--- src/rtl/btn_conditioner_pkg.sv ---
// Shared constants for the calculator button front end: clock rate,
// default debounce length and the one-hot operation select encodings.
package btn_conditioner_pkg;

    localparam int CLK_HZ       = 50_000_000;
    localparam int N_BTN_DEF    = 4;
    localparam int DB_COUNT_DEF = 500_000;

    localparam logic [3:0] MODE_ADD  = 4'b1000;
    localparam logic [3:0] MODE_MUL  = 4'b0100;
    localparam logic [3:0] MODE_XOR  = 4'b0010;
    localparam logic [3:0] MODE_CNT  = 4'b0001;
    localparam logic [3:0] MODE_PASS = 4'b0000;

endpackage

--- src/rtl/debounce_bit.sv ---
// One button lane: two-flop synchronizer, stable-level counter debounce,
// and a combinational rise flag that is high on the edge the stable level goes 0->1.
module debounce_bit #(
    parameter int DB_COUNT = 4
) (
    input  logic clk_pi,
    input  logic rst_n_pi,
    input  logic raw_pi,
    output logic level_po,
    output logic rise_po
);
    localparam int CNT_W = $clog2(DB_COUNT);
    localparam logic [CNT_W-1:0] CNT_LAST = CNT_W'(DB_COUNT - 1);

    logic             sync1;
    logic             sync2;
    logic             stable;
    logic             stable_next;
    logic [CNT_W-1:0] cnt;
    logic [CNT_W-1:0] cnt_next;

    // Any return to the stable level restarts the count from zero.
    always_comb begin
        stable_next = stable;
        cnt_next    = '0;
        if (sync2 != stable) begin
            if (cnt == CNT_LAST) begin
                stable_next = sync2;
            end else begin
                cnt_next = cnt + CNT_W'(1);
            end
        end
    end

    always_ff @(posedge clk_pi or negedge rst_n_pi) begin
        if (!rst_n_pi) begin
            sync1  <= 1'b0;
            sync2  <= 1'b0;
            stable <= 1'b0;
            cnt    <= '0;
        end else begin
            sync1  <= raw_pi;
            sync2  <= sync1;
            stable <= stable_next;
            cnt    <= cnt_next;
        end
    end

    assign level_po = stable;
    assign rise_po  = stable_next & ~stable;

endmodule

--- src/rtl/btn_conditioner.sv ---
// Debounces the raw push-buttons, emits one-cycle press pulses and keeps a
// latched one-hot operation select that the user toggles by tapping a button.
module btn_conditioner
    import btn_conditioner_pkg::*;
#(
    parameter int N_BTN    = N_BTN_DEF,
    parameter int DB_COUNT = DB_COUNT_DEF
) (
    input  logic             clk_pi,
    input  logic             rst_n_pi,
    input  logic [N_BTN-1:0] btn_raw_pi,
    output logic [N_BTN-1:0] btn_level_po,
    output logic [N_BTN-1:0] btn_press_po,
    output logic [N_BTN-1:0] mode_po
);
    logic [N_BTN-1:0] rise;
    logic [N_BTN-1:0] sel;
    logic [N_BTN-1:0] mode_next;

    for (genvar gi = 0; gi < N_BTN; gi++) begin : g_btn
        debounce_bit #(
            .DB_COUNT(DB_COUNT)
        ) u_db (
            .clk_pi  (clk_pi),
            .rst_n_pi(rst_n_pi),
            .raw_pi  (btn_raw_pi[gi]),
            .level_po(btn_level_po[gi]),
            .rise_po (rise[gi])
        );
    end

    // Ascending scan so the highest-index simultaneous rise owns the select.
    always_comb begin
        sel = '0;
        for (int i = 0; i < N_BTN; i++) begin
            if (rise[i]) begin
                sel    = '0;
                sel[i] = 1'b1;
            end
        end
        mode_next = mode_po;
        if (rise != '0) begin
            mode_next = (mode_po == sel) ? '0 : sel;
        end
    end

    always_ff @(posedge clk_pi or negedge rst_n_pi) begin
        if (!rst_n_pi) begin
            btn_press_po <= '0;
            mode_po      <= '0;
        end else begin
            btn_press_po <= rise;
            mode_po      <= mode_next;
        end
    end

endmodule

--- config.mk ---
export PLATFORM = sky130hd
export DESIGN_NAME = btn_conditioner
export DESIGN_NICKNAME = d
export VERILOG_FILES = /design/src/rtl/btn_conditioner_pkg.sv /design/src/rtl/debounce_bit.sv /design/src/rtl/btn_conditioner.sv
export SDC_FILE = /design/constraint.sdc
export NUM_CORES = 1
export LEC_CHECK = 0
export ABC_AREA = 1
export BUFFER_PORTS_ARGS = -buffer_cell sky130_fd_sc_hd__buf_2
export CAP_MARGIN = 20
export CELL_PAD_IN_SITES_DETAIL_PLACEMENT = 1
export CELL_PAD_IN_SITES_GLOBAL_PLACEMENT = 2
export CORE_ASPECT_RATIO = 1.5
export CORE_MARGIN = 5
export CORE_UTILIZATION = 38
export CTS_CLUSTER_SIZE = 28
export DETAILED_ROUTE_END_ITERATION = 6
export PLACE_DENSITY_LB_ADDON = 0.12
export SLEW_MARGIN = 0
export SYNTH_ARGS = -nofsm -noshare
export SYNTH_HDL_FRONTEND = slang
export SYNTH_SLANG_ARGS = --single-unit
--- constraint.sdc ---
create_clock -name clk_pi -period 2.1 [get_ports clk_pi]
set_clock_uncertainty 0.2 [all_clocks]
set_input_delay 0.21 -clock clk_pi [delete_from_list [all_inputs] [get_ports clk_pi]]
set_output_delay 0.21 -clock clk_pi [all_outputs]
set_load 0.01 [all_outputs]
==> impl_metrics.yaml <==
status:
  status: "finished, final reports clean"
setup_path:
  rr_worst_depth: 12
  path_delay_family: "simple AND/OR/NAND/NOR gates"
  critical_path.startpoint: "g_btn[2].u_db.cnt[1]"
  worst-path-stages: 12
  crit_buf_inv: 1
  crit_type: "reg -> reg"
  max_stage_delay_ns: 0.37
  endpoint_kind_of_the_worst_setup_timing_path: "flop"
  crit_fanout: 5
  r2r_startpoint: "g_btn[2].u_db.cnt[1]"
  crit_required_ns: 2.17
  critPathMostFrequentCell: "sky130_fd_sc_hd__nor2_4"
  critical_path.cell_chain: "ha_2 > nand2_4 > nor2_4 > buf_6 > nand2_4 > nor2_4 > nand3_4 > nor2_4 > nand4_4 > nor2_4 > o21ai_1 > a21oi_1"
  ff2ff_setup_slack_ns: 0.008
  startpoint_type: "flop"
  crit-reg2reg-capture: "g_btn[2].u_db.cnt[18]"
  worst_path_max_delay_cell: "sky130_fd_sc_hd__dfrtp_1"
  worst-endpoint-arrival_ns: 2.16
floorplanning:
  die_area_um2: 15400
  num_io_pins: 18
  num_rows: 51
  core_area_um2: 12900
  start_util: 0.383
  vertical_die_dimension_um: 150
  die_width_um: 103
final_layout:
  nFillCells: 1535
  n_antenna_cell: 0
  post_route_cells_drive_above_1_share: 0.249
  num-nets-final: 675
  final_util: 0.479
  area_growth_pct: 25.3
synth:
  post-synth-top-area-cell: "sky130_fd_sc_hd__dfrtp_1"
  seq_area_frac_synth: 0.487
  synth_top_cells_by_count: "99 x sky130_fd_sc_hd__nand2_1, 96 x sky130_fd_sc_hd__dfrtp_1, 85 x sky130_fd_sc_hd__nor2_1"
  synth.ff_latch_count: 96
  synth-main-ff-cell: "sky130_fd_sc_hd__dfrtp_1"
  synth_async_sr_flop_share: 1.00
  yosys.cell_count.top_type: "sky130_fd_sc_hd__nand2_1"
  syn_avg_cell_area_um2: 8.50
  syn_inst: 580
  synth-edff-count: 0
  yosysTopAreaCellShare: 0.487
  synthDistinctLibCells: 38
  post_synthesis_instance_area_um2: 4930
  yosysWarnings: 0
  synth.area.top_cells: "sky130_fd_sc_hd__dfrtp_1 49%, sky130_fd_sc_hd__nand2_1 7.5%, sky130_fd_sc_hd__nor2_1 6.5%"
  syn_nets: 590
detailed_routing:
  route.detailed.vias_per_inst: 4.94
  detail_route.wl_per_cell_um: 14.4
  firstDrtPassIters: 6
  num_vias: 4098
  detail_route.iter0.violations: 77
  detail_route.wirelength_um: 12000
  route.detailed.drc: 0
  ant_nets: 0
clock_network:
  numCtsBuffers: 9
  clk_transition_reported_paths_ns: 0.07
  maximum_level_of_the_cts_h_tree: 3
  clkSinkCount: 96
  tritoncts: "done"
  clk-insertion-delay-late_ns: 0.35
  clock_buffer_depth: 2
  clock-root-buffer: "sky130_fd_sc_hd__clkbuf_16"
sta:
  fin_crit_ns: 2.09
  hold_viol_final: 0
  period_utilisation_layout: 0.996
  max_freq_mhz: 478
  setup_violators_final: 0
  worst_slew_pin_slew_ns: 0.370
  timing_max_transition_violations_final: 0
  slew_headroom: 0.751
  totalNegativeSetupSlack_ns: 0
  rsz0062_at_grt: "yes"
global_route:
  antenna_found_initial: 0
  grt_start_max_net_pins: 44
  globalRouteTotalUtil: 0.165
  grt_pass1_vias: 4406
  global_route.overflow_total: 0
  first_pass_grt_wire_length_um: 20100
place:
  port_buffers: 17
  globalplace.congestion: 0.793
  dp_hpwl_um: 8970
flow_run:
  max_cap_viol_count: 0
power_and_ir_drop:
  peakVddDrop_mv: 0.341
  power.density_nw_per_um2: 619
  total_leakage_power_uw: 0.00286
worst_hold_path:
  worstHoldPathType: "in -> async"
## final cells by class
cell class | instances | area (µm²) | area share
sequential | 96 | 2400 | 0.389
inverter | 80 | 300 | 0.0486
timing repair buffer | 80 | 602 | 0.0974
clock buffer | 12 | 267 | 0.0431
multi-input combinational | 398 | 2360 | 0.381
tap | 159 | 199 | 0.0322
clock inverter | 4 | 51.3 | 0.00830
## through the flow
stage / total power, µW / setup slack (ns) / hold WS (ns) / cell area [µm²] / std cells
final: 3830 / 0.00788 / 0.0640 / 6180 / 829
after global routing: 3980 / -0.145 / 0.0863 / 6180 / 829
after CTS: 3860 / 0.00130 / 0.0622 / 5860 / 806
after detailed placement: 2090 / -0.0625 / -0.105 / 5450 / 783
after global placement: 2080 / -0.0345 / -0.105 / 5450 / 783
after floorplan: 1990 / 0.202 / -0.286 / 4930 / 580
## how the worst max path moves through the flow
stage,endpoint,slack (ns)
after floorplan,g_btn[1].u_db.cnt[16],0.20
after global placement,mode_po[1],-0.03
after detailed placement,mode_po[3],-0.06
after CTS,mode_po[1],0.001
after global routing,mode_po[0],-0.15
final,g_btn[2].u_db.cnt[18],0.008
## cell families (layout without fill, tap and decap cells)
| kind of cell | after synthesis | in the layout | share of synthesized area |
|---|---|---|---|
| AOI/OAI and AO/OA | 65 | 65 | 0.0733 |
| and+or+nand+nor | 304 | 304 | 0.316 |
| adders and majority gates | 4 | 4 | 0.0101 |
| DFF | 96 | 96 | 0.487 |
| buffers and inverters | 86 | 176 | 0.0695 |
| xor gates and xnor gates | 25 | 25 | 0.0444 |
## layout by cell type (no fill, tap or decap), types with 9 or more instances in the layout
| cell type | count |
|---|---|
| sky130_fd_sc_hd__dfrtp_1 | 94 |
| sky130_fd_sc_hd__buf_2 | 16 |
| sky130_fd_sc_hd__nor2_4 | 16 |
| sky130_fd_sc_hd__a21oi_1 | 33 |
| sky130_fd_sc_hd__nor2_1 | 80 |
| sky130_fd_sc_hd__inv_2 | 10 |
| sky130_fd_sc_hd__nand3_1 | 25 |
| sky130_fd_sc_hd__nand4_1 | 16 |
| sky130_fd_sc_hd__nand2_1 | 91 |
| sky130_fd_sc_hd__nor3_1 | 15 |
| sky130_fd_sc_hd__nand2_2 | 10 |
| sky130_fd_sc_hd__buf_4 | 56 |
| sky130_fd_sc_hd__o21ai_0 | 12 |
| sky130_fd_sc_hd__xnor2_1 | 12 |
| sky130_fd_sc_hd__inv_1 | 69 |
| sky130_fd_sc_hd__xor2_1 | 13 |
| sky130_fd_sc_hd__clkbuf_16 | 9 |
## report_power, final
part | internal [µW] | switching, µW
registers | 1870 | 24.8
logic | 71.0 | 99.4
clock network | 1020 | 735
## metal layers
layer  wire (µm)  global-route usage
met5           0                   0
met4         221              0.0609
met3         213              0.0238
met2        6730               0.310
met1        4810               0.181
## worst reg2reg max path, cell delays in order, from the launching register on
cell and delay (ns):
sky130_fd_sc_hd__dfrtp_1 0.37, sky130_fd_sc_hd__ha_2 0.22, sky130_fd_sc_hd__nand2_4 0.06, sky130_fd_sc_hd__nor2_4 0.17
sky130_fd_sc_hd__buf_6 0.13, sky130_fd_sc_hd__nand2_4 0.04, sky130_fd_sc_hd__nor2_4 0.14, sky130_fd_sc_hd__nand3_4 0.10
sky130_fd_sc_hd__nor2_4 0.16, sky130_fd_sc_hd__nand4_4 0.12, sky130_fd_sc_hd__nor2_4 0.14, sky130_fd_sc_hd__o21ai_1 0.07
sky130_fd_sc_hd__a21oi_1 0.11
## timing repair
action,CTS,global route
hold buffers,5,0
hold endpoints to repair,100,0
resized for setup,6,47
setup endpoints to repair,4,26
pin swaps,4,27
buffers inserted,2,23
gates cloned,0,0
## state kept, by name (all words and copies together) (netlist names)
| name | count |
|---|---|
| g_btn.u_db.cnt | 76 |
| g_btn.u_db.sync2 | 4 |
| btn_press_po | 4 |
| g_btn.u_db.level_po | 4 |
| mode_po | 4 |
| g_btn.u_db.sync1 | 4 |
No activity file was read; power rests on OpenSTA's default activity.
